**config.mk**
```make
export PLATFORM = sky130hd
export DESIGN_NAME = uart_tx_fifo
export DESIGN_NICKNAME = d
export VERILOG_FILES = /design/src/rtl/uart_pkg.sv /design/src/rtl/sync_fifo.sv /design/src/rtl/uart_tx_fifo.sv
export SDC_FILE = /design/constraint.sdc
export NUM_CORES = 1
export LEC_CHECK = 0
export CAP_MARGIN = 20
export CORE_ASPECT_RATIO = 1.4
export CORE_MARGIN = 1.5
export CORE_UTILIZATION = 54
export DETAILED_ROUTE_END_ITERATION = 10
export GPL_TIMING_DRIVEN = 0
export PLACE_DENSITY = 0.71
export SYNTH_ARGS = -nofsm -noshare
export SYNTH_HDL_FRONTEND = slang
export SYNTH_SLANG_ARGS = --single-unit
```
**constraint.sdc**
```tcl
create_clock -name clk -period 2.4 [get_ports clk]
set_input_delay 0.24 -clock clk [delete_from_list [all_inputs] [get_ports clk]]
set_output_delay 0.24 -clock clk [all_outputs]
set_load 0.02 [all_outputs]
```
**src/rtl/uart_pkg.sv**
```systemverilog
`default_nettype none
// ============================================================================
// Module      : uart_pkg
// Description : Shared UART types and helpers for the transmitter and the
//               simulation-side baud monitor.
// Revision    : 1.0 - initial release
// ============================================================================
package uart_pkg;

    localparam int UART_DATA_BITS = 8;

    typedef enum logic [2:0] {
        IDLE   = 3'd0,
        START  = 3'd1,
        DATA   = 3'd2,
        PARITY = 3'd3,
        STOP   = 3'd4
    } uart_tx_state_t;

    // Clocks per bit, truncated; widened so large MHz values cannot overflow.
    function automatic int uart_divisor(input int clk_freq_mhz, input int baud_rate);
        longint hz;
        hz = longint'(clk_freq_mhz) * 64'd1_000_000;
        return int'(hz / longint'(baud_rate));
    endfunction

endpackage
`default_nettype wire

```
**src/rtl/sync_fifo.sv**
```systemverilog
`default_nettype none
// ============================================================================
// Module      : sync_fifo
// Description : Single-clock FIFO, power-of-two depth, occupancy count.
//               A push is refused while full even if a pop happens alongside.
// Revision    : 1.0 - initial release
// ============================================================================
module sync_fifo #(
    parameter int WIDTH = 8,
    parameter int DEPTH = 8
) (
    input  logic                       clk,
    input  logic                       reset,
    input  logic                       push,
    input  logic [WIDTH-1:0]           push_data,
    input  logic                       pop,
    output logic [WIDTH-1:0]           pop_data,
    output logic                       full,
    output logic                       empty,
    output logic [$clog2(DEPTH+1)-1:0] count
);

    localparam int PTR_W = (DEPTH > 1) ? $clog2(DEPTH) : 1;
    localparam int CNT_W = $clog2(DEPTH + 1);

    logic [WIDTH-1:0] r_mem [DEPTH];
    logic [PTR_W-1:0] r_wr_ptr;
    logic [PTR_W-1:0] r_rd_ptr;
    logic [CNT_W-1:0] r_count;
    logic             w_push_ok;
    logic             w_pop_ok;

    // Pointers wrap naturally; full/empty come only from the count.
    assign full      = (r_count == CNT_W'(DEPTH));
    assign empty     = (r_count == '0);
    assign w_push_ok = push && !full;
    assign w_pop_ok  = pop && !empty;
    assign pop_data  = r_mem[r_rd_ptr];
    assign count     = r_count;

    always_ff @(posedge clk) begin
        if (reset) begin
            r_wr_ptr <= '0;
            r_rd_ptr <= '0;
            r_count  <= '0;
        end else begin
            if (w_push_ok) begin
                r_wr_ptr <= r_wr_ptr + PTR_W'(1);
            end
            if (w_pop_ok) begin
                r_rd_ptr <= r_rd_ptr + PTR_W'(1);
            end
            case ({w_push_ok, w_pop_ok})
                2'b10:   r_count <= r_count + CNT_W'(1);
                2'b01:   r_count <= r_count - CNT_W'(1);
                default: r_count <= r_count;
            endcase
        end
    end

    always_ff @(posedge clk) begin
        if (w_push_ok) begin
            r_mem[r_wr_ptr] <= push_data;
        end
    end

endmodule
`default_nettype wire

```
**src/rtl/uart_tx_fifo.sv**
```systemverilog
`default_nettype none
// ============================================================================
// Module      : uart_tx_fifo
// Description : Buffered 8N1 UART transmitter with a write-side FIFO.
//               Define UART_TX_PARITY_EN to add an even-parity bit (8E1).
// Revision    : 1.0 - initial release
// ============================================================================
module uart_tx_fifo
    import uart_pkg::*;
#(
    parameter int CLK_FREQ_MHZ = 27,
    parameter int BAUD_RATE    = 115200,
    parameter int FIFO_DEPTH   = 8
) (
    input  logic                            clk,
    input  logic                            reset,
    input  logic                            wr_valid,
    input  logic [7:0]                      wr_data,
    output logic                            wr_ready,
    output logic                            busy,
    output logic [$clog2(FIFO_DEPTH+1)-1:0] fifo_count,
    output logic                            uart_tx
);

    localparam int DIVISOR = uart_divisor(CLK_FREQ_MHZ, BAUD_RATE);
    localparam int BAUD_W  = (DIVISOR > 1) ? $clog2(DIVISOR) : 1;
    localparam int CNT_W   = $clog2(FIFO_DEPTH + 1);

    localparam logic [BAUD_W-1:0] C_BAUD_LAST = BAUD_W'(DIVISOR - 1);
    localparam logic [2:0]        C_BIT_LAST  = 3'(UART_DATA_BITS - 1);

    uart_tx_state_t   r_state;
    uart_tx_state_t   w_next_state;
    logic [BAUD_W-1:0] r_baud_cnt;
    logic [2:0]        r_bit_cnt;
    logic [7:0]        r_shift;
    logic [7:0]        w_shift_next;
    logic              r_tx;
    logic              w_tx_next;
    logic              w_pop;
    logic              w_baud_done;
    logic              w_last_bit;
    logic [7:0]        w_fifo_data;
    logic              w_fifo_full;
    logic              w_fifo_empty;
    logic [CNT_W-1:0]  w_fifo_count;
`ifdef UART_TX_PARITY_EN
    logic              r_parity;
`endif

    sync_fifo #(
        .WIDTH (8),
        .DEPTH (FIFO_DEPTH)
    ) u_fifo (
        .clk       (clk),
        .reset     (reset),
        .push      (wr_valid),
        .push_data (wr_data),
        .pop       (w_pop),
        .pop_data  (w_fifo_data),
        .full      (w_fifo_full),
        .empty     (w_fifo_empty),
        .count     (w_fifo_count)
    );

    assign w_baud_done = (r_baud_cnt == C_BAUD_LAST);
    assign w_last_bit  = (r_bit_cnt == C_BIT_LAST);

    assign wr_ready   = !w_fifo_full;
    assign fifo_count = w_fifo_count;
    assign busy       = (r_state != IDLE) || (w_fifo_count != '0);
    assign uart_tx    = r_tx;

    always_ff @(posedge clk) begin
        if (reset) begin
            r_state <= IDLE;
        end else begin
            r_state <= w_next_state;
        end
    end

    always_comb begin
        w_next_state = r_state;
        case (r_state)
            IDLE: begin
                if (!w_fifo_empty) begin
                    w_next_state = START;
                end
            end
            START: begin
                if (w_baud_done) begin
                    w_next_state = DATA;
                end
            end
            DATA: begin
                if (w_baud_done && w_last_bit) begin
`ifdef UART_TX_PARITY_EN
                    w_next_state = PARITY;
`else
                    w_next_state = STOP;
`endif
                end
            end
`ifdef UART_TX_PARITY_EN
            PARITY: begin
                if (w_baud_done) begin
                    w_next_state = STOP;
                end
            end
`endif
            STOP: begin
                // Chain straight into the next start bit when data is waiting.
                if (w_baud_done) begin
                    w_next_state = w_fifo_empty ? IDLE : START;
                end
            end
            default: w_next_state = IDLE;
        endcase
    end

    always_comb begin
        w_pop        = 1'b0;
        w_shift_next = r_shift;
        w_tx_next    = 1'b1;
        if (!w_fifo_empty && ((r_state == IDLE) || ((r_state == STOP) && w_baud_done))) begin
            w_pop = 1'b1;
        end
        if ((r_state == DATA) && w_baud_done && !w_last_bit) begin
            w_shift_next = {1'b0, r_shift[7:1]};
        end
        // The line value is chosen from the upcoming state so it is registered glitch-free.
        case (w_next_state)
            START:   w_tx_next = 1'b0;
            DATA:    w_tx_next = w_shift_next[0];
`ifdef UART_TX_PARITY_EN
            PARITY:  w_tx_next = r_parity;
`endif
            default: w_tx_next = 1'b1;
        endcase
    end

    always_ff @(posedge clk) begin
        if (reset) begin
            r_tx       <= 1'b1;
            r_baud_cnt <= '0;
            r_bit_cnt  <= '0;
            r_shift    <= '0;
`ifdef UART_TX_PARITY_EN
            r_parity   <= 1'b0;
`endif
        end else begin
            r_tx <= w_tx_next;
            if ((r_state == IDLE) || w_baud_done) begin
                r_baud_cnt <= '0;
            end else begin
                r_baud_cnt <= r_baud_cnt + BAUD_W'(1);
            end
            if (r_state != DATA) begin
                r_bit_cnt <= '0;
            end else if (w_baud_done) begin
                r_bit_cnt <= r_bit_cnt + 3'd1;
            end
            if (w_pop) begin
                r_shift  <= w_fifo_data;
`ifdef UART_TX_PARITY_EN
                r_parity <= ^w_fifo_data;
`endif
            end else begin
                r_shift <= w_shift_next;
            end
        end
    end

endmodule
`default_nettype wire

```
### Word-level counts from Yosys, hierarchy flattened

Memory sizes are Yosys's and may differ from the RTL's. A register that Yosys moved wholly into a read port is not among the register bits.
Index checks and enable logic that the tools add are counted.

* register bits: 33
* bits in writable memories: 64
* output and inout port bits: 7
* logic and storage cells: 63
* memories: 1

Memories
* u_fifo.r_mem: depth 8, width 8, rd ports 1, clocked after Yosys merged registers in 1, write ports 1, RTL line sync_fifo.sv:26 `logic [WIDTH-1:0] r_mem [DEPTH];`

* $add $sub $neg: 6
* equal/unequal tests: 11
* mux-type cells: 15
* reductions and logical operators: 21

Operators with widths (number)
* $mux 3: 6
* $mux 8: 2
* $pmux 3 s4: 1
* $add 3x1->3 const B: 3
* $add 8x1->8 const B: 1
* $eq 8x8->1 const B: 1
* $pmux 4 s2: 1
* $logic_and 1x1->1: 7
* $eq 3x1->1 const B: 2
* $eq 3x2->1 const B: 2
* $eq 3x3->1 const B: 2
* $add 4x1->4 const B: 1
* $eq 4x4->1 const B: 1
* $logic_not 4->1: 1
* $mux 1: 4
* $reduce_bool 2->1: 2
* $reduce_bool 4->1: 1
* $reduce_or 2->1: 2
* $sub 4x1->4 const B: 1
* $logic_not 1->1: 3
* $logic_not 3->1: 1
* $logic_or 1x1->1: 3
* $ne 3x2->1 const B: 1
* $reduce_bool 3->1: 1
* other kinds (3): 3

### Logic depth before layout (Yosys ltp)

Gate-level depths: netlist of run 1.

* depth in word-level cells: 8
* depth in mapped cells: 12
* gate-level depth less buffers: 12

### By module

From an unflattened synthesis of run 1, not the netlist that was laid out.

* cells, all modules: 295
* area, all modules: 4292.9 um^2

Modules (own cells, without submodules)
* sync_fifo: instances 1, cells an instance 167, area an instance 3151.8 um^2, seq. area each 2182.1 um^2
* uart_tx_fifo: instances 1, cells an instance 128, area an instance 1141.1 um^2, seq. area each 460.4 um^2

### Least setup slack after synthesis of run 1

No wires, ideal clock.

* kind: flip-flop to flip-flop
* start point: register u_fifo.r_count[1], in the netlist u_fifo.count[1]
* end point: register u_fifo.r_count[2], in the netlist u_fifo.count[2]
* arrival time: 2421 ps
* data required time: 2329 ps
* path slack: -91 ps
* stages on the path, launching flop included: 12
* buffers on the path: 2
* clock period less this slack: 2491 ps
* cells stage by stage: dfxtp_1 -> buf_6 -> or4b_1 -> buf_2 -> nand2_4 -> ha_1 -> xor2_1 -> ha_1 -> a21oi_1 -> xor2_1 -> or3_1 -> a21oi_1

* elaborated cells between the ends (all ways): 14

RTL lines
* start: declaration: RTL line sync_fifo.sv:29 `logic [CNT_W-1:0] r_count;`
* start signal: assignment: RTL line sync_fifo.sv:54 `2'b10: r_count <= r_count + CNT_W'(1);`
* start signal: assignment: RTL line sync_fifo.sv:55 `2'b01: r_count <= r_count - CNT_W'(1);`
* start signal: assignment: RTL line sync_fifo.sv:56 `default: r_count <= r_count;`
* $eq 4x4->1 *: RTL line sync_fifo.sv:34 `assign full = (r_count == CNT_W'(DEPTH));`
* $logic_not 1->1 *
* via wr_ready: RTL line uart_tx_fifo.sv:19 `output logic wr_ready,`
* $logic_and 1x1->1 *: RTL line sync_fifo.sv:36 `assign w_push_ok = push && !full;`
* $eq 2x1->1 / $eq 2x2->1 (equally long branches): RTL line sync_fifo.sv:53 `case ({w_push_ok, w_pop_ok})`
* $pmux 4 s2 / $reduce_bool 2->1 (equally long branches)

The timed path passes the listed nets; every way through them passes the cells marked *.
A chain may end at the register's enable or synchronous reset.

### Worst setup path after layout of run 1

* start point: register u_fifo.r_count[0], in the netlist u_fifo.count[0]
* end point: register u_fifo.r_count[3], in the netlist u_fifo.count[3]

* cells in the longest elaborated chain, start to end: 7
* elaborated cells between the ends (all ways): 14

Ends and longest elaborated chain
* $logic_not 4->1: RTL line sync_fifo.sv:35 `assign empty = (r_count == '0);`
* $logic_not 1->1: RTL line sync_fifo.sv:37, uart_tx_fifo.sv:125
* $logic_and 1x1->1: RTL line uart_tx_fifo.sv:125 `if (!w_fifo_empty && ((r_state == IDLE) || ((r_state == STOP) && w_baud_done))) begin`
* $mux 1: RTL line uart_tx_fifo.sv:125
* $logic_and 1x1->1: RTL line sync_fifo.sv:37 `assign w_pop_ok = pop && !empty;`
* $eq 2x1->1 / $eq 2x2->1 (equally long branches): RTL line sync_fifo.sv:53
* $pmux 4 s2 / $reduce_bool 2->1 (equally long branches)

Parallel ways exist; a longest one is shown, timed or not.

==> metrics.md, run 1 <==
| Metric | Value |
|---|---|
| First-pass GRT wire length | `11620 microns` |
| CP Capture Type | `flop` |
| DR vias | `2328` |
| Final cell count without fillers | `417` |
| IO buf count | `17` |
| Fin crit share | `0.9996` |
| GRT Overall Usage | `0.1897` |
| Max VDD drop | `533.8 uV` |
| Crit path cell chain | `or4b_4 > buf_6 > nand2_8 > ha_2 > nor4b_1 > o21ai_0 > a21o_1 > a21oi_1` |
| Leakage | `1.562 nW` |
| Outcome | `finished, final reports clean` |
| Hold WS | `455.8 ps` |
| Detailed placement HPWL | `4761 microns` |
| Core area | `7453 sq um` |
| Mapped Area | `4215 sq um` |
| Largest net degree at the start of global routing | `21` |
| Ys flop type | `edfxtp_1` |
| Power Total | `4.778 mW` |
| FP Rows | `37` |
| Hold Path Class | `flop to flop` |
| Post-CTS Hold Fix Bufs | `0` |
| Fraction of registers with async set/reset | `0` |
| Unique masters post-synth | `53` |
| Arrival @ worst endpoint | `2690 ps` |
| Final setup vio count | `0` |
| Nets | `335` |
| Share of cells above drive strength 1 | `0.2969` |
| Post-Syn Nets | `300` |
| Main combinational cell family by area after synthesis | `multiplexers` |
| CP Class | `flop to flop` |
| RSZ-0062 raised after global routing | `yes` |
| Die Y | `107.5 microns` |
| CTS Sinks | `100` |
| Worst rel slew slack | `0.3978` |
| DR iter-0 viols | `88` |
| TritonCTS clock tree | `yes` |
| Final Hold Fails | `0` |
| Vias in the first global route | `2293` |
| Fill count | `558` |
| Initial antenna violation count | `0` |
| Setup TNS | `0 ps` |
| Area Growth Syn to Fin | `15.17%` |
| Final WL | `7325 microns` |
| Post-Synth Simple-Gate Area | `0.1048` |
| Yosys reg bits | `100` |
| Max stage delay on crit path | `540 ps` |
| Number of flops mapped to enable cells by yosys | `64` |
| Worst-Margin Slew | `900.0 ps` |
| Gr ovfl total | `0` |
| Final Slew Violations | `0` |
| Root buffer cell | `clkbuf_8` |
| Min Tclk post-route | `2399 ps` |
| Post-Synth Adder-Cell Area | `0.02671` |
| Routed wire length per instance | `17.57 microns` |
| CTS Buf Count | `9` |
| Starting Density | `0.5656` |
| H-tree level count | `3` |
| Synth warnings | `0` |
| Horiz. Die Dim | `77.67 microns` |
| Hold Path Cell Cnt | `1` |
| Via density | `5.583` |
| Final design utilization | `0.6513` |
| Drt drc | `0` |
| Max-Cap Viols | `0` |
| Avg Inst Size Synth | `15.05 sq um` |
| Placed insts | `394` |
| Worst R2R Path Depth | `8` |
| Commonest non-fill, non-tap cell in the layout | `edfxtp_1` |
| Crit path max-delay cell type | `or4b_4` |
| Pwr/cell area | `984.3 nW/um^2` |
| CP Launch Type | `flop` |
| IO Count | `18` |
| Commonest non-fill, non-tap cells in the layout | `64 x edfxtp_1, 30 x dfxtp_1, 17 x mux2i_1, 17 x clkdlybuf4s50_1` |
| Clock Path Buffers | `2` |
| DIE AREA | `8353 sq um` |
| CP max FO | `7` |
| Worst Path Required | `2690 ps` |
| Seq/Total Area, Yosys | `0.6269` |
| Compound-Gate Fraction of Synth Area | `0.06797` |
| Clock Latency Late Sink | `370 ps` |
| Antenna viol nets, final | `0` |
| Final GP Congestion | `0.7917` |
| Clock skew | `11.63 ps` |
| DRT Pass-1 Iters | `4` |
| Synthesized instance count | `280` |
| XOR/XNOR Fraction of Synth Area | `0.02286` |
| Post-synthesis mux area share | `0.1259` |
| FF/Latch Area | `2658 sq um` |
| CTS clk-pin slew, worst paths | `100 ps` |
| Multi-input logic area | `1545 sq um` |
| ANT cells | `0` |
| Max Freq | `0.4169 GHz` |
[worst max-delay path, delay by kind of cell, from the launching register on]
family / cells / cell delay [ps]
buf+inv: 1 / 150
compound gates: 3 / 530
flops: 1 / 380
simple gates: 3 / 940
fa+ha+maj: 1 / 330
[cells by family after synthesis]
kind of cell,Yosys count
AND/OR/NAND/NOR,75
AO/OA/AOI/OAI,35
multiplexers,33
buffers and inverters,17
adder cells (fa/ha/maj),9
XOR/XNOR,11
flip-flops,100
[Yosys cell counts (2+ instances only)]
| library cell | count | area (sq um) |
|---|---|---|
| ha_1 | 9 | 112.6 |
| xnor2_1 | 4 | 35.03 |
| nand2_1 | 8 | 30.03 |
| buf_6 | 4 | 45.04 |
| buf_2 | 3 | 15.01 |
| nand3_1 | 10 | 50.05 |
| buf_4 | 2 | 15.01 |
| nand2b_1 | 4 | 25.02 |
| a21oi_1 | 9 | 45.04 |
| o211ai_1 | 2 | 15.01 |
| edfxtp_1 | 64 | 1922 |
| a21o_1 | 2 | 15.01 |
| o21ai_0 | 5 | 25.02 |
| nor2_2 | 9 | 56.30 |
| clkbuf_1 | 3 | 11.26 |
| mux2i_1 | 17 | 170.2 |
| nor2_1 | 17 | 63.81 |
| mux4_2 | 16 | 360.4 |
| nor3_1 | 4 | 20.02 |
| or3_1 | 4 | 25.02 |
| inv_1 | 4 | 15.01 |
| dfxtp_1 | 36 | 720.7 |
| nor3b_1 | 2 | 15.01 |
| o22ai_2 | 7 | 87.58 |
| xor2_1 | 7 | 61.31 |
[what timing repair did]
action | 4_1_cts | 5_1_grt
pin swaps | 2 | 10
gates resized for setup | 6 | 15
cloned | 0 | 0
endpoints found under the setup margin | 2 | 13
setup buffers | 2 | 7
hold endpoints to repair | 0 | 0
[stage by stage]
step / setup WS, ps / area (sq um)
2_1_floorplan: 28.82 / 4232
3_3_place_gp: -430.2 / 4523
3_5_place_dp: -275.8 / 4533
4_1_cts: 2.567 / 4765
5_1_grt: -130.0 / 4855
6_report: 1.053 / 4855
[power by group]
| part | total [mW] | internal [mW] | switching, mW |
|---|---|---|---|
| logic | 1.56 | 0.778 | 0.782 |
| registers | 2.17 | 2.04 | 0.131 |
| clock network | 1.05 | 0.409 | 0.637 |
[state kept, by name (all words and copies together), names as in the netlist, named ones only]
| name | flops |
|---|---|
| u_fifo.r_wr_ptr | 3 |
| u_fifo.r_mem | 64 |
| r_bit_cnt | 3 |
| u_fifo.count | 4 |
| u_fifo.r_rd_ptr | 3 |
| uart_tx | 1 |
| r_shift | 8 |
| r_state | 3 |
| r_baud_cnt | 8 |
[cell type report]
cell class              instances  area share
flip-flops and latches        100      0.5474
multi-input cells             163      0.3183
repair buffers                 26     0.04897
clock buffers                   9     0.02552
well taps                      97     0.02500
plain buffers                  11     0.01675
clock inverters                 7     0.01495
inverters                       4    0.003093
[per-layer routing]
metal	wire (microns)	global-route usage	vias up	share of wire
met5	0	0	-	0
met4	143	0.07792	0	0.020
met3	186	0.03051	13	0.025
met2	3919	0.3404	36	0.54
met1	3076	0.2242	1139	0.42
li1	-	-	1140	-
[final timing paths]
path	startpoint	slack [ps]	end
max	u_fifo.count[0]$_SDFFE_PP0P_	1	u_fifo.count[3]$_SDFFE_PP0P_
min	r_baud_cnt[0]$_SDFF_PP0_	460	r_baud_cnt[0]$_SDFF_PP0_
max reg2reg	u_fifo.count[0]$_SDFFE_PP0P_	1	u_fifo.count[3]$_SDFFE_PP0P_
min reg2reg	r_baud_cnt[0]$_SDFF_PP0_	460	r_baud_cnt[0]$_SDFF_PP0_
No activity file was read; power rests on OpenSTA's default activity.
==> run 2: changes to the inputs <==
Settings changed: SLEW_MARGIN from default to 20.
==> metrics.md, run 2 (synthesis gave the netlist of run 1 again) <==
| Metric | Value |
|---|---|
| Outcome | `finished, final reports clean` |
| Finished Cell Area | `4880 sq um` |
| FP Rows | `37` |
| Initial antenna violation count | `0` |
| Vias in the first global route | `2302` |
| Worst rel slew slack | `0.3926` |
| Part of the power in registers | `0.454` |
| TritonCTS clock tree | `yes` |
| Final setup vio count | `0` |
| Clock Path Buffers | `2` |
| Critical path origin | `r_baud_cnt[1]$_SDFF_PP0_` |
| Placed insts | `396` |
| IO buf count | `17` |
| Detailed placement HPWL | `4854 microns` |
| Max VDD drop | `489.9 uV` |
| ANT cells | `0` |
| Share of cells above drive strength 1 | `0.3056` |
| Final GP Congestion | `0.7917` |
| Top reg by flops | `u_fifo.r_mem` |
| IO Count | `18` |
| Final cell count without fillers | `421` |
| Registers with the most flip-flops | `u_fifo.r_mem: 64 flops, r_baud_cnt: 8 flops, r_shift: 8 flops` |
| Horiz. Die Dim | `77.67 microns` |
| RSZ-0062 raised after global routing | `yes` |
| DR vias | `2344` |
| Number of flip-flops in the largest register | `64` |
| Hold Path Cell Cnt | `1` |
| DR iter-0 viols | `97` |
| Commonest non-fill, non-tap cell in the layout | `edfxtp_1` |
| Worst R2R Path Depth | `12` |
| Starting Density | `0.5656` |
| Clock Power Share | `0.220` |
| Final Slew Violations | `0` |
| Core area | `7453 sq um` |
| GRT Overall Usage | `0.1906` |
| Crit path depth | `12` |
| HP Start | `r_baud_cnt[0]$_SDFF_PP0_` |
| Leakage | `1.582 nW` |
| R2r startpoint | `r_baud_cnt[1]$_SDFF_PP0_` |
| DRT Pass-1 Iters | `4` |
| CP Capture Type | `flop` |
| Final WL | `7306 microns` |
| Final Hold Fails | `0` |
| Largest net degree at the start of global routing | `21` |
| Bufs and invs on worst path | `3` |
| Fin crit share | `0.9972` |
| Internal power | `3.231 mW` |
| CP Launch Type | `flop` |
| DIE AREA | `8353 sq um` |
| Worst-Margin Slew | `907.7 ps` |
| First-pass GRT wire length | `11560 microns` |
| CTS Buf Count | `9` |
| Sw Pwr | `1.551 mW` |
| Die Y | `107.5 microns` |
| Routed wire length per instance | `17.35 microns` |
| Clock skew | `13.52 ps` |
| Area Growth Syn to Fin | `15.76%` |
| Fill count | `550` |
| Hold Path Class | `flop to flop` |
| Critical path's most frequent cell | `buf_4` |
| CP max FO | `4` |
| Gr ovfl total | `0` |
| Max-Cap Viols | `0` |
| Antenna viol nets, final | `0` |
| Pwr/cell area | `980.1 nW/um^2` |
| Worst Setup EP | `u_fifo.count[3]$_SDFFE_PP0P_` |
| Final design utilization | `0.6547` |
| H-tree level count | `3` |
| Min Tclk post-route | `2393 ps` |
| CTS clk-pin slew, worst paths | `100 ps` |
| Post-CTS Hold Fix Bufs | `0` |
| Nets | `339` |
| Max stage delay on crit path | `360 ps` |
| Crit path max-delay cell type | `dfxtp_2` |
| Arrival @ worst endpoint | `2690 ps` |
| CP Class | `flop to flop` |
| R2R Path End | `u_fifo.count[3]$_SDFFE_PP0P_` |
| Root buffer cell | `clkbuf_8` |
| Worst Path Required | `2700 ps` |
| Worst path top cell family by delay | `compound AO/OA/AOI/OAI gates` |
| Reg2reg setup slack | `7 ps` |
| Drt drc | `0` |
| Switch share | `0.3244` |
| Logic gate share of total power | `0.326` |
| Via density | `5.568` |
| Clock Latency Late Sink | `380 ps` |
| Area after DPL | `4548 sq um` |
| Crit path cell chain | `inv_1 > ha_1 > and4b_4 > a21boi_4 > nor2_4 > ha_4 > buf_4 > buf_4 > nor4bb_1 > o21ai_0 > a21o_1 > a21oi_1` |
| Max Freq | `0.4178 GHz` |
| Commonest non-fill, non-tap cells in the layout | `64 x edfxtp_1, 30 x dfxtp_1, 17 x mux2i_1, 17 x clkdlybuf4s50_1` |
| CTS Sinks | `100` |
-- run 2: cell types whose count changed in the layout (fill, tap and decap cells not counted) --
| cell | change |
|---|---|
| buf_4 | +3 |
| clkbuf_2 | +1 |
| dfxtp_2 | +1 |
| dfxtp_4 | -1 |
-- run 2: repair_timing --
action                                 4_1_cts  5_1_grt
setup endpoints to repair                    2       10
pin swaps                                    2       10
buffers inserted                             2        9
gates resized for setup                      6       14
endpoints found under the hold margin        0        0
-- run 2: power by group through the flow --
stage | clock, mW | sequential [mW] | combinational [mW]
after floorplan | 0 | 2.20 | 1.00
after global placement | 0 | 2.18 | 1.37
after detailed placement | 0 | 2.19 | 1.40
after CTS | 1.08 | 2.15 | 1.48
after global routing | 1.13 | 2.19 | 1.72
final | 1.05 | 2.17 | 1.56
-- run 2: metrics by stage --
step           hold slack (ps)  setup slack [ps]  power [mW]  setup TNS, ps
2_1_floorplan            338.9             28.82       3.205              0
3_3_place_gp             475.3            -430.2       3.554          -5633
3_5_place_dp             478.7            -293.6       3.591         -626.5
4_1_cts                  505.9            0.8129       4.705              0
5_1_grt                  471.5            -76.62       5.044         -146.2
6_report                 456.1             6.687       4.783              0
-- run 2: layout make-up --
type	instances	area, sq um	share of cell area
Buffer	11	81.33	0.01667
Sequential cell	100	2655	0.5441
Timing Repair Buffer	30	265.3	0.05436
Multi-Input combinational cell	163	1545	0.3167
Clock buffer	9	123.9	0.02538
Inverter	4	15.01	0.003077
Clock inverter	7	72.57	0.01487
Tap cell	97	121.4	0.02487
-- run 2: worst min-delay path by stage --
stage	end	slack [ps]
3_3_place_gp	r_baud_cnt[0]$_SDFF_PP0_	480
5_1_grt	r_baud_cnt[0]$_SDFF_PP0_	470
6_report	r_baud_cnt[0]$_SDFF_PP0_	460
3_5_place_dp	r_baud_cnt[0]$_SDFF_PP0_	480
2_1_floorplan	u_fifo.r_mem[0][0]$_DFFE_PP_	340
4_1_cts	r_baud_cnt[0]$_SDFF_PP0_	510
-- run 2: per-layer routing --
layer	global-route usage	share of wire	vias up
li1	-	-	1150
met1	0.2238	0.42	1141
met2	0.3348	0.54	43
met3	0.03559	0.024	10
met4	0.08961	0.016	0
met5	0	0	-
-- run 2: worst reg2reg max path: cells and delay by family (launching register included) --
| family | cells | cell delay (ps) |
|---|---|---|
| AND/OR/NAND/NOR | 3 | 590 |
| adder cells (fa/ha/maj) | 2 | 360 |
| AO/OA/AOI/OAI | 4 | 700 |
| flip-flops | 1 | 360 |
| buffers and inverters | 3 | 300 |
==> run 3: changes to the inputs <==
Settings changed: SYNTH_HIERARCHICAL from default to 1.
==> metrics.md, run 3 <==
| Metric | Value |
|---|---|
| Final design utilization | `0.6451` |
| DR vias | `2555` |
| H-tree level count | `3` |
| Starting Density | `0.5539` |
| Sw Pwr | `1.400 mW` |
| Final GP Congestion | `0.7663` |
| Detailed placement HPWL | `5107 microns` |
| Routed wire length per instance | `17.49 microns` |
| Gr ovfl total | `0` |
| DR iter-0 viols | `181` |
| Hold Path Cell Cnt | `2` |
| Antenna viol nets, final | `0` |
| Max Freq | `0.4125 GHz` |
| Worst Path Required | `2710 ps` |
| Synth top area cells | `edfxtp_1 45%, dfxtp_1 17%, mux4_1 4.9%, mux4_2 4.2%, ha_1 2.6%` |
| Worst setup margin | `-24.19 ps` |
| Post-Synth Simple-Gate Area | `0.1064` |
| R2r startpoint | `r_baud_cnt[1]$_SDFF_PP0_` |
| ANT cells | `0` |
| DRT Pass-1 Iters | `4` |
| CTS Sinks | `100` |
| Worst rel slew slack | `0.3372` |
| Clock Power Share | `0.225` |
| Arrival @ worst endpoint | `2730 ps` |
| Commonest non-fill, non-tap cell in the layout | `edfxtp_1` |
| Drt drc | `0` |
| Final Slew Violations | `0` |
| Initial antenna violation count | `0` |
| Root buffer cell | `clkbuf_8` |
| Pwr/cell area | `899.3 nW/um^2` |
| Top cell type by total area after synthesis | `edfxtp_1` |
| Internal power | `3.096 mW` |
| Worst Setup EP | `u_fifo/count[2]$_SDFFE_PP0P_` |
| Leakage | `1.662 nW` |
| Share of cells above drive strength 1 | `0.2639` |
| Final setup vio count | `1` |
| Ys flop type | `edfxtp_1` |
| Post-synth top cells | `64 x edfxtp_1, 36 x dfxtp_1, 26 x nor2_1` |
| Clock Latency Late Sink | `370 ps` |
| Post-synth top area share | `0.4477` |
| CP max FO | `5` |
| FP Rows | `38` |
| CTS Buf Count | `9` |
| Fraction of registers with async set/reset | `0` |
| Core area | `7750 sq um` |
| Number of flip-flops in the largest register | `64` |
| Setup TNS | `-24.19 ps` |
| Power Total | `4.496 mW` |
| Post-synthesis mux area share | `0.1239` |
| TritonCTS clock tree | `yes` |
| Hold Path Class | `flop to flop` |
| Avg Inst Size Synth | `14.55 sq um` |
| Reg2reg setup slack | `-20 ps` |
| Clock Path Buffers | `2` |
| Met3 usage | `0.04135` |
| Failing checks | `setup timing` |
| First-pass GRT wire length | `12600 microns` |
| Area Growth Syn to Fin | `16.47%` |
| Main combinational cell family by area after synthesis | `multiplexers` |
| DIE AREA | `8501 sq um` |
| Hold WS | `496.6 ps` |
| Area after DPL | `4653 sq um` |
| Max-Cap Viols | `0` |
| Post-CTS Hold Fix Bufs | `0` |
| Worst-Margin Slew | `990.5 ps` |
| Clock skew | `12.14 ps` |
| GRT Overall Usage | `0.2010` |
| XOR/XNOR Fraction of Synth Area | `0.03031` |
| Logic gate share of total power | `0.294` |
| Number of flops mapped to enable cells by yosys | `64` |
| Met1 usage | `0.2426` |
| Part of the power in registers | `0.481` |
| Synthesized instance count | `295` |
| Max VDD drop | `581.0 uV` |
| IO Count | `18` |
| CP Class | `flop to flop` |
| Vias in the first global route | `2514` |
| Nets | `356` |
| Via density | `5.794` |
| IO buf count | `17` |
| Final WL | `7715 microns` |
| Busiest layer in global routing | `met2` |
| Unique masters post-synth | `49` |
| Outcome | `finished with violations` |
| Min Tclk post-route | `2424 ps` |
| Mapped Area | `4293 sq um` |
| CTS clk-pin slew, worst paths | `100 ps` |
| Largest net degree at the start of global routing | `19` |
| Registers with the most flip-flops | `u_fifo/r_mem: 64 flops, r_baud_cnt: 8 flops, r_shift: 8 flops` |
| Fin crit share | `1.010` |
| Post-Syn Nets | `315` |
| Compound-Gate Fraction of Synth Area | `0.06616` |
| Commonest non-fill, non-tap cells in the layout | `64 x edfxtp_1, 30 x dfxtp_1, 26 x nor2_1, 16 x clkdlybuf4s50_1, 13 x buf_4` |
| Post-Synth Adder-Cell Area | `0.02623` |
| Die Y | `108.5 microns` |
| Horiz. Die Dim | `78.36 microns` |
| CP Launch Type | `flop` |
| Seq/Total Area, Yosys | `0.6156` |
| R2R Path End | `u_fifo/count[2]$_SDFFE_PP0P_` |
| Synth warnings | `6` |
| Final Hold Fails | `0` |
| Finished Cell Area | `5000 sq um` |
| Critical path origin | `r_baud_cnt[1]$_SDFF_PP0_` |
| Switch share | `0.3114` |
| RSZ-0062 raised after global routing | `yes` |
| CP Capture Type | `flop` |
| Most common cell in the synthesized netlist | `edfxtp_1` |
| Worst R2R Path Depth | `14` |
| Top reg by flops | `u_fifo/r_mem` |
| Yosys reg bits | `100` |
| GR Util met2 | `0.3416` |
[run 3: cell count changes after synthesis, moves of 3 or more]
cell      previous run  this run
a21oi_1              9        12
a32oi_1              0         6
mux4_2              16         8
o22ai_2              7         0
inv_1                4         8
o211ai_1             2         7
mux2_2               0         9
nor4_1               1         4
o21ai_0              5         2
nor2_2               9         0
mux4_1               0         8
nor2_1              17        26
mux2i_1             17         4
nor3_1               4        10
[run 3: layer usage]
metal	vias up	wire [microns]
met3	15	249
li1	1221	-
met1	1268	3217
met4	0	174
met2	51	4074
met5	-	0
[run 3: worst min path at each step]
stage,startpoint,endpoint,slack [ps]
2_1_floorplan,reset,r_state[2]$_SDFF_PP0_,310
5_1_grt,r_shift[2]$_SDFFE_PP0P_,r_shift[2]$_SDFFE_PP0P_,520
3_5_place_dp,r_baud_cnt[0]$_SDFF_PP0_,r_baud_cnt[0]$_SDFF_PP0_,450
3_3_place_gp,r_baud_cnt[0]$_SDFF_PP0_,r_baud_cnt[0]$_SDFF_PP0_,440
4_1_cts,r_shift[3]$_SDFFE_PP0P_,r_shift[3]$_SDFFE_PP0P_,500
6_report,r_shift[1]$_SDFFE_PP0P_,r_shift[1]$_SDFFE_PP0P_,500
[run 3: through the flow]
| step | setup WS (ps) | std cells |
|---|---|---|
| 2_1_floorplan | -163.0 | 295 |
| 4_1_cts | -36.64 | 439 |
| 5_1_grt | -155.1 | 441 |
| 3_5_place_dp | -536.5 | 414 |
| 6_report | -24.19 | 441 |
| 3_3_place_gp | -627.9 | 412 |
[run 3: kinds of logic (layout without fill, tap and decap cells)]
kind of cell,after synthesis,after routing
flops,100,100
simple gates,81,81
buf+inv,24,70
mux,29,29
xor+xnor,14,14
compound gates,38,38
fa+ha+maj,9,9
[run 3: worst max-delay path, stage by stage, from the launching register on]
cell and delay, ps:
dfxtp_2 340, inv_2 60, ha_4 140, nand4bb_4 130
o21ai_4 170, nand2_2 70, inv_2 40, o41a_1 250
ha_4 200, xor2_1 160, ha_2 190, a21oi_1 40
xor2_1 150, or3_1 320, a21oi_1 110
[run 3: final cells by class]
type                            count  area (sq um)
Fill cell                         591          2750
Buffer                             15         93.84
Clock inverter                      7         58.81
Multi-Input combinational cell    171          1640
Timing Repair Buffer               31         275.3
Inverter                            8         30.03
Clock buffer                        9         123.9
Tap cell                          100         125.1
Sequential cell                   100          2653
[run 3: what timing repair did]
item | 4_1_cts | 5_1_grt
gates resized for setup | 10 | 7
setup endpoints to repair | 4 | 3
buffers inserted | 10 | 2
pin swaps | 5 | 5
cloned | 0 | 0
[run 3: power by group through the flow]
stage	sequential, mW	combinational (mW)	clock, mW
after global placement	2.18	1.10	0
after CTS	2.16	1.27	1.03
after floorplan	2.20	0.794	0
final	2.16	1.32	1.01
after detailed placement	2.20	1.13	0
after global routing	2.19	1.44	1.09
